### src/rtl/paddle_ctrl_n.sv
// Paddle position controller: a UART two-byte target parser plus per-paddle frame
// update (hold / UART target / accelerometer tilt / buttons) with rate limit and clamp.
module paddle_ctrl_n #(
  parameter int NUM_PADDLES = 2,
  parameter int POS_W       = 10,
  parameter int POS_MIN     = 0,
  parameter int POS_MAX     = 420,
  parameter int INIT_POS    = 210,
  parameter int STEP_MAX    = 8,
  parameter int ACC_W       = 12,
  parameter int DEAD_ZONE   = 16,
  parameter int ACC_SHIFT   = 4,
  parameter int TIMEOUT_CYC = 50000
) (
  input  logic                         clk_50,
  input  logic                         reset,
  input  logic                         frame_tick,
  input  logic [2*NUM_PADDLES-1:0]     mode,
  input  logic [7:0]                   rx_byte,
  input  logic                         rx_dv,
  input  logic [ACC_W*NUM_PADDLES-1:0] accel,
  input  logic [NUM_PADDLES-1:0]       btn_up,
  input  logic [NUM_PADDLES-1:0]       btn_dn,
  output logic [POS_W*NUM_PADDLES-1:0] paddle_pos,
  output logic                         pos_valid,
  output logic                         cmd_err,
  output logic                         parser_state
);

  // Strobe semantics: rx_dv and frame_tick are single-cycle qualifiers that are
  // always consumed in the cycle they are high (no ready); pos_valid and cmd_err
  // are single-cycle pulses with no acknowledge.

  localparam int SW    = POS_W + 2;
  localparam int CNT_W = (TIMEOUT_CYC > 1) ? $clog2(TIMEOUT_CYC) : 1;

  localparam logic signed [SW-1:0] STEP_S = SW'(STEP_MAX);
  localparam logic signed [SW-1:0] MIN_S  = SW'(POS_MIN);
  localparam logic signed [SW-1:0] MAX_S  = SW'(POS_MAX);

  localparam logic [ACC_W-1:0] ACC_NEG_FULL = {1'b1, {(ACC_W-1){1'b0}}};
  localparam logic [ACC_W-1:0] ACC_POS_FULL = {1'b0, {(ACC_W-1){1'b1}}};

  typedef enum logic {
    ST_IDLE      = 1'b0,
    ST_WAIT_DATA = 1'b1
  } parser_state_e;

  parser_state_e    state_q, state_d;
  logic [CNT_W-1:0] cnt_q, cnt_d;
  logic [1:0]       idx_q, idx_d;
  logic             err_d;
  logic             tgt_we;
  logic             hdr_ok;
  logic [SW-1:0]    tgt_scaled;
  logic [POS_W-1:0] tgt_wdata;
  logic [POS_W-1:0] target_q [NUM_PADDLES];

  assign hdr_ok = (rx_byte[7:2] == 6'b101000) && (32'(rx_byte[1:0]) < NUM_PADDLES);

  // Data byte scales to the full position range before clamping.
  assign tgt_scaled = SW'(rx_byte) << (POS_W - 8);
  assign tgt_wdata  = (tgt_scaled > SW'(POS_MAX)) ? POS_W'(POS_MAX) :
                      (tgt_scaled < SW'(POS_MIN)) ? POS_W'(POS_MIN) :
                      tgt_scaled[POS_W-1:0];

  assign parser_state = (state_q == ST_WAIT_DATA);

  always_ff @(posedge clk_50) begin
    if (reset) begin
      state_q <= ST_IDLE;
      cnt_q   <= '0;
      idx_q   <= '0;
      cmd_err <= 1'b0;
    end else begin
      state_q <= state_d;
      cnt_q   <= cnt_d;
      idx_q   <= idx_d;
      cmd_err <= err_d;
    end
  end

  always_comb begin
    state_d = state_q;
    cnt_d   = cnt_q;
    idx_d   = idx_q;
    err_d   = 1'b0;
    tgt_we  = 1'b0;
    case (state_q)
      ST_IDLE: begin
        if (rx_dv) begin
          if (hdr_ok) begin
            idx_d   = rx_byte[1:0];
            cnt_d   = '0;
            state_d = ST_WAIT_DATA;
          end else begin
            err_d = 1'b1;
          end
        end
      end
      ST_WAIT_DATA: begin
        // Any byte here is data, even one that looks like a header.
        if (rx_dv) begin
          tgt_we  = 1'b1;
          state_d = ST_IDLE;
        end else if (cnt_q == CNT_W'(TIMEOUT_CYC - 1)) begin
          err_d   = 1'b1;
          state_d = ST_IDLE;
        end else begin
          cnt_d = cnt_q + CNT_W'(1);
        end
      end
      default: state_d = ST_IDLE;
    endcase
  end

  always_ff @(posedge clk_50) begin
    for (int i = 0; i < NUM_PADDLES; i++) begin
      if (reset) begin
        target_q[i] <= POS_W'(INIT_POS);
      end else if (tgt_we && (32'(idx_q) == i)) begin
        target_q[i] <= tgt_wdata;
      end
    end
  end

  always_ff @(posedge clk_50) begin
    if (reset) pos_valid <= 1'b0;
    else       pos_valid <= frame_tick;
  end

  for (genvar g = 0; g < NUM_PADDLES; g++) begin : g_pad
    logic [POS_W-1:0]        pos_q;
    logic [POS_W-1:0]        pos_d;
    logic [1:0]              pad_mode;
    logic [ACC_W-1:0]        a_raw;
    logic [ACC_W-1:0]        a_mag;
    logic [ACC_W-1:0]        excess;
    logic signed [SW-1:0]    acc_mag;
    logic signed [SW-1:0]    pos_s;
    logic signed [SW-1:0]    tgt_s;
    logic signed [SW-1:0]    diff;
    logic signed [SW-1:0]    step;
    logic signed [SW-1:0]    sum;

    assign pad_mode = mode[2*g +: 2];
    assign a_raw    = accel[ACC_W*g +: ACC_W];

    always_comb begin
      pos_s   = $signed({2'b00, pos_q});
      tgt_s   = $signed({2'b00, target_q[g]});
      diff    = tgt_s - pos_s;
      excess  = '0;
      acc_mag = '0;
      step    = '0;

      // Most negative sample has no positive twin; saturate its magnitude.
      if (!a_raw[ACC_W-1])            a_mag = a_raw;
      else if (a_raw == ACC_NEG_FULL) a_mag = ACC_POS_FULL;
      else                            a_mag = ~a_raw + ACC_W'(1);

      if (32'(a_mag) > DEAD_ZONE) begin
        excess = (a_mag - ACC_W'(DEAD_ZONE)) >> ACC_SHIFT;
        if (excess == '0)                 acc_mag = SW'(1);
        else if (32'(excess) > STEP_MAX)  acc_mag = STEP_S;
        else                              acc_mag = SW'(excess);
      end

      case (pad_mode)
        2'b01: begin
          if (diff > STEP_S)        step = STEP_S;
          else if (diff < -STEP_S)  step = -STEP_S;
          else                      step = diff;
        end
        2'b10: step = a_raw[ACC_W-1] ? -acc_mag : acc_mag;
        2'b11: begin
          if (btn_up[g] && !btn_dn[g])      step = -STEP_S;
          else if (btn_dn[g] && !btn_up[g]) step = STEP_S;
        end
        default: step = '0;
      endcase

      // Clamp applies in every mode so an out-of-range position always recovers.
      sum = pos_s + step;
      if (sum < MIN_S)      pos_d = POS_W'(POS_MIN);
      else if (sum > MAX_S) pos_d = POS_W'(POS_MAX);
      else                  pos_d = sum[POS_W-1:0];
    end

    always_ff @(posedge clk_50) begin
      if (reset)           pos_q <= POS_W'(INIT_POS);
      else if (frame_tick) pos_q <= pos_d;
    end

    assign paddle_pos[POS_W*g +: POS_W] = pos_q;
  end

endmodule
### config.mk
export PLATFORM = sky130hd
export DESIGN_NAME = paddle_ctrl_n
export DESIGN_NICKNAME = d
export VERILOG_FILES = /design/src/rtl/paddle_ctrl_n.sv
export SDC_FILE = /design/constraint.sdc
export NUM_CORES = 1
export LEC_CHECK = 0
export BUFFER_PORTS_ARGS = -buffer_cell sky130_fd_sc_hd__buf_4
export CORE_MARGIN = 2
export CORE_UTILIZATION = 25
export DETAILED_ROUTE_END_ITERATION = 16
export PLACE_DENSITY = 0.38
export SYNTH_ARGS = -nofsm -noshare
export SYNTH_HDL_FRONTEND = slang
export SYNTH_SLANG_ARGS = --single-unit
### constraint.sdc
create_clock -name clk_50 -period 8.2 [get_ports clk_50]
set_input_delay 0.82 -clock clk_50 [delete_from_list [all_inputs] [get_ports clk_50]]
set_output_delay 0.82 -clock clk_50 [all_outputs]
set_load 0.05 [all_outputs]
==> metrics.txt <==
outcome complete, no violations; Post-Route Skew 5.125 ps; crit share post-route 0.7899; largest area contributor in the netlist dfxtp_1; DR vias/cell 5.089; net count reported at finish 961; post-DP HPWL 15400 µm; CTS tree done; layout cells sized above 1 0.1373; most frequent standard cell in the layout excluding fill and tap cells nor2_1; via count 6092; portion of netlist area occupied by mux cells 0.009718; post-detailed-route DRC marker count 0; number of filler instances in the final layout 2739; Initial Utilization 0.2527; die outline area 0.02652 mm²; area fraction in and, or, nand and nor cells after synthesis 0.2795; Max FO, Critical Path 10; count of inserted antenna diode cells 0; commonest non-fill, non-tap cells in the layout nor2_1, buf_4, o21ai_0; number of maximum-capacitance constraint violations 0; combined area of all synthesized cells 0.006309 mm²; Final Hold Viols 0; Final Slew Violations 0; clock latency on the worst-skew pair 330 ps; Worst EP required 8450 ps; routability congestion estimate from global placement 0.7665; unrepaired setup endpoints after global routing no; static leakage 2.908 nW; CTS resizes 0; Synth area leaders dfxtp_1, ha_1, edfxtp_1; Relative slew margins 0.1958; H-tree levels 3; number of buffers added by the clock tree synthesis step 9; share of the yosys chip area belonging to registers 0.2142; sinks on the clock net 59; routed wirelength normalized by instance count 16.16 µm; worst setup slack after placement 1503 ps; post-synth top area share 0.1333; number of routed nets with antenna violations 0; data arrival time at the worst-slack endpoint 6730 ps; number of core rows 58; number of buffers between clock root and the deepest sink 2; violation count after the first detailed-route iteration 356; slew of the pin with the lowest slew margin 1191 ps; Adder-Cell Fraction of Synth Area 0.1138; wire length of the first global-routing pass 30980 µm; Routed WL 19340 µm; post-synthesis async set-or-reset flop share 0; CTS Root Cell clkbuf_16; peak ir drop on the vdd network 0.08475 mV; aggregate global routing overflow 0; synthesized netlist cell count 807; final setup slack of the worst path 1722 ps; Post-CTS Hold Buffers 0; synth-to-layout area growth 17.93%; Cell variety after synth 95; category of the worst setup path launch point input port; die boundary width 162.9 µm; power density over cell area 192.8 mW/mm²; Post-CTS Setup Bufs 0; critical path endpoint category register; CP Class in -> reg; shortest period the worst path allows 6478 ps; top_reg_cell synth dfxtp_1; global-route total usage across every layer 0.1458; num ports 67; post-synthesis share of cell area spent on xor and xnor gates 0.05137; Min-Delay Path Class reg -> reg; clock-pin transition on the worst setup and hold timing paths 50 ps; number of global-route vias before repair 5862; number of flip-flops and latches in the synthesized netlist 59; pin count of the biggest net entering global routing 33; First-pass DRT Iterations 5; setup TNS 0 ps; die outline height 162.9 µm; highest clock frequency the design can meet 154.4 MHz; synth warn 0; number of antenna violations at the first check in global routing 0; count of buffers from port buffering 66; area of the placeable core 0.02496 mm²; number of enable flip-flop cells after synthesis 17; dominant combinational cell family by area after synthesis compound AO/OA/AOI/OAI gates; Final Setup Violations 0; per-instance average area after synthesis 7.817 µm²; fraction of the mapped netlist area in compound gates 0.2844
## critical path: stages
cell      delay [ps]
buf_4            120
inv_1             50
ha_1             190
nor3b_2          550
a31oi_1          180
o21ba_2          230
nor2_1           360
nor4b_1          260
o21ai_0          170
ha_1             260
and2_1           160
and3_1           160
a211o_2          410
o21ai_0          140
ha_1             230
nand2_1           90
o211a_1          250
or3_1            380
o311ai_0         980
a311oi_1          70
and3_1           330
o21a_1           190
o21ai_0          130
## cells in the mapped netlist (all sizes together) (6+ instances only)
master,number
a22oi,9
o22ai,8
o21bai,6
or2,8
nor4b,6
nand4,8
a211o,6
o21ai,62
nand3,21
or3,10
nand2,58
dfxtp,42
inv,48
a211oi,10
nor2b,18
nor4,9
xnor2,22
a221o,6
ha,51
nand2b,17
a31oi,11
and3,14
edfxtp,17
and2,7
nand3b,8
clkbuf,18
nor2,77
o31ai,9
xor2,15
nor3,39
a21oi,42
o21a,6
a21o,14
## metrics by stage
stage | power (W) | hold WS, ps | util | instance area (µm²) | cells
after CTS | 0.001444 | 503.3 | 0.2980 | 7440 | 1197
final | 0.001434 | 504.5 | 0.2980 | 7440 | 1197
after global placement | 0.001032 | 492.5 | 0.2849 | 7112 | 1181
after detailed placement | 0.001018 | 495.6 | 0.2849 | 7112 | 1181
after floorplan | 0.0008376 | 463.3 | - | 6312 | 808
after global routing | 0.001535 | 526.6 | 0.2980 | 7440 | 1197
## cells by family (layout without fill, tap and decap cells)
logic type,count (synthesis),after routing
xor+xnor,37,37
compound gates,252,252
other cells,1,2
mux,5,5
flops,59,59
simple gates,326,326
buf+inv,72,131
fa+ha+maj,55,55
## flip-flops by register name (all words and copies together) (netlist names)
signal        flops
idx_q             2
g_pad.pos_q      20
parser_state      1
cmd_err           1
pos_valid         1
target_q         18
cnt_q            16
## layout make-up
class	instances	area (µm²)	share of cell area
clock buffers	11	254.0	0.03414
clock inverters	5	73.82	0.009923
inverters	49	183.9	0.02472
multi-input cells	677	4668	0.6275
flip-flops and latches	59	1351	0.1816
well taps	330	412.9	0.05550
repair buffers	66	495.5	0.06660
## path summary, 6_finish.rpt
check / start / end / slack [ps] / depth (start not counted)
setup reg to reg: g_pad[1].pos_q[1] / g_pad[1].pos_q[2] / 1760 / 21
hold / removal: idx_q[0] / idx_q[0] / 500 / 2
setup / recovery: accel[12] / g_pad[1].pos_q[2] / 1720 / 23
hold reg to reg: idx_q[0] / idx_q[0] / 500 / 2
## where the power goes
group	switching, W	internal [W]	leakage (nW)
combinational	0.000411	0.000257	2.24
sequential	0.0000312	0.000320	0.501
clock	0.000134	0.000282	0.162
## routing by layer
| layer | vias to the layer above | routed length, µm | global-route usage |
|---|---|---|---|
| li1 | 3149 | - | - |
| met1 | 2839 | 9896 | 0.2044 |
| met2 | 89 | 8532 | 0.2325 |
| met3 | 15 | 701 | 0.02546 |
| met4 | 0 | 208 | 0.03379 |
| met5 | - | 0 | 0 |
No activity file was read; power rests on OpenSTA's default activity.
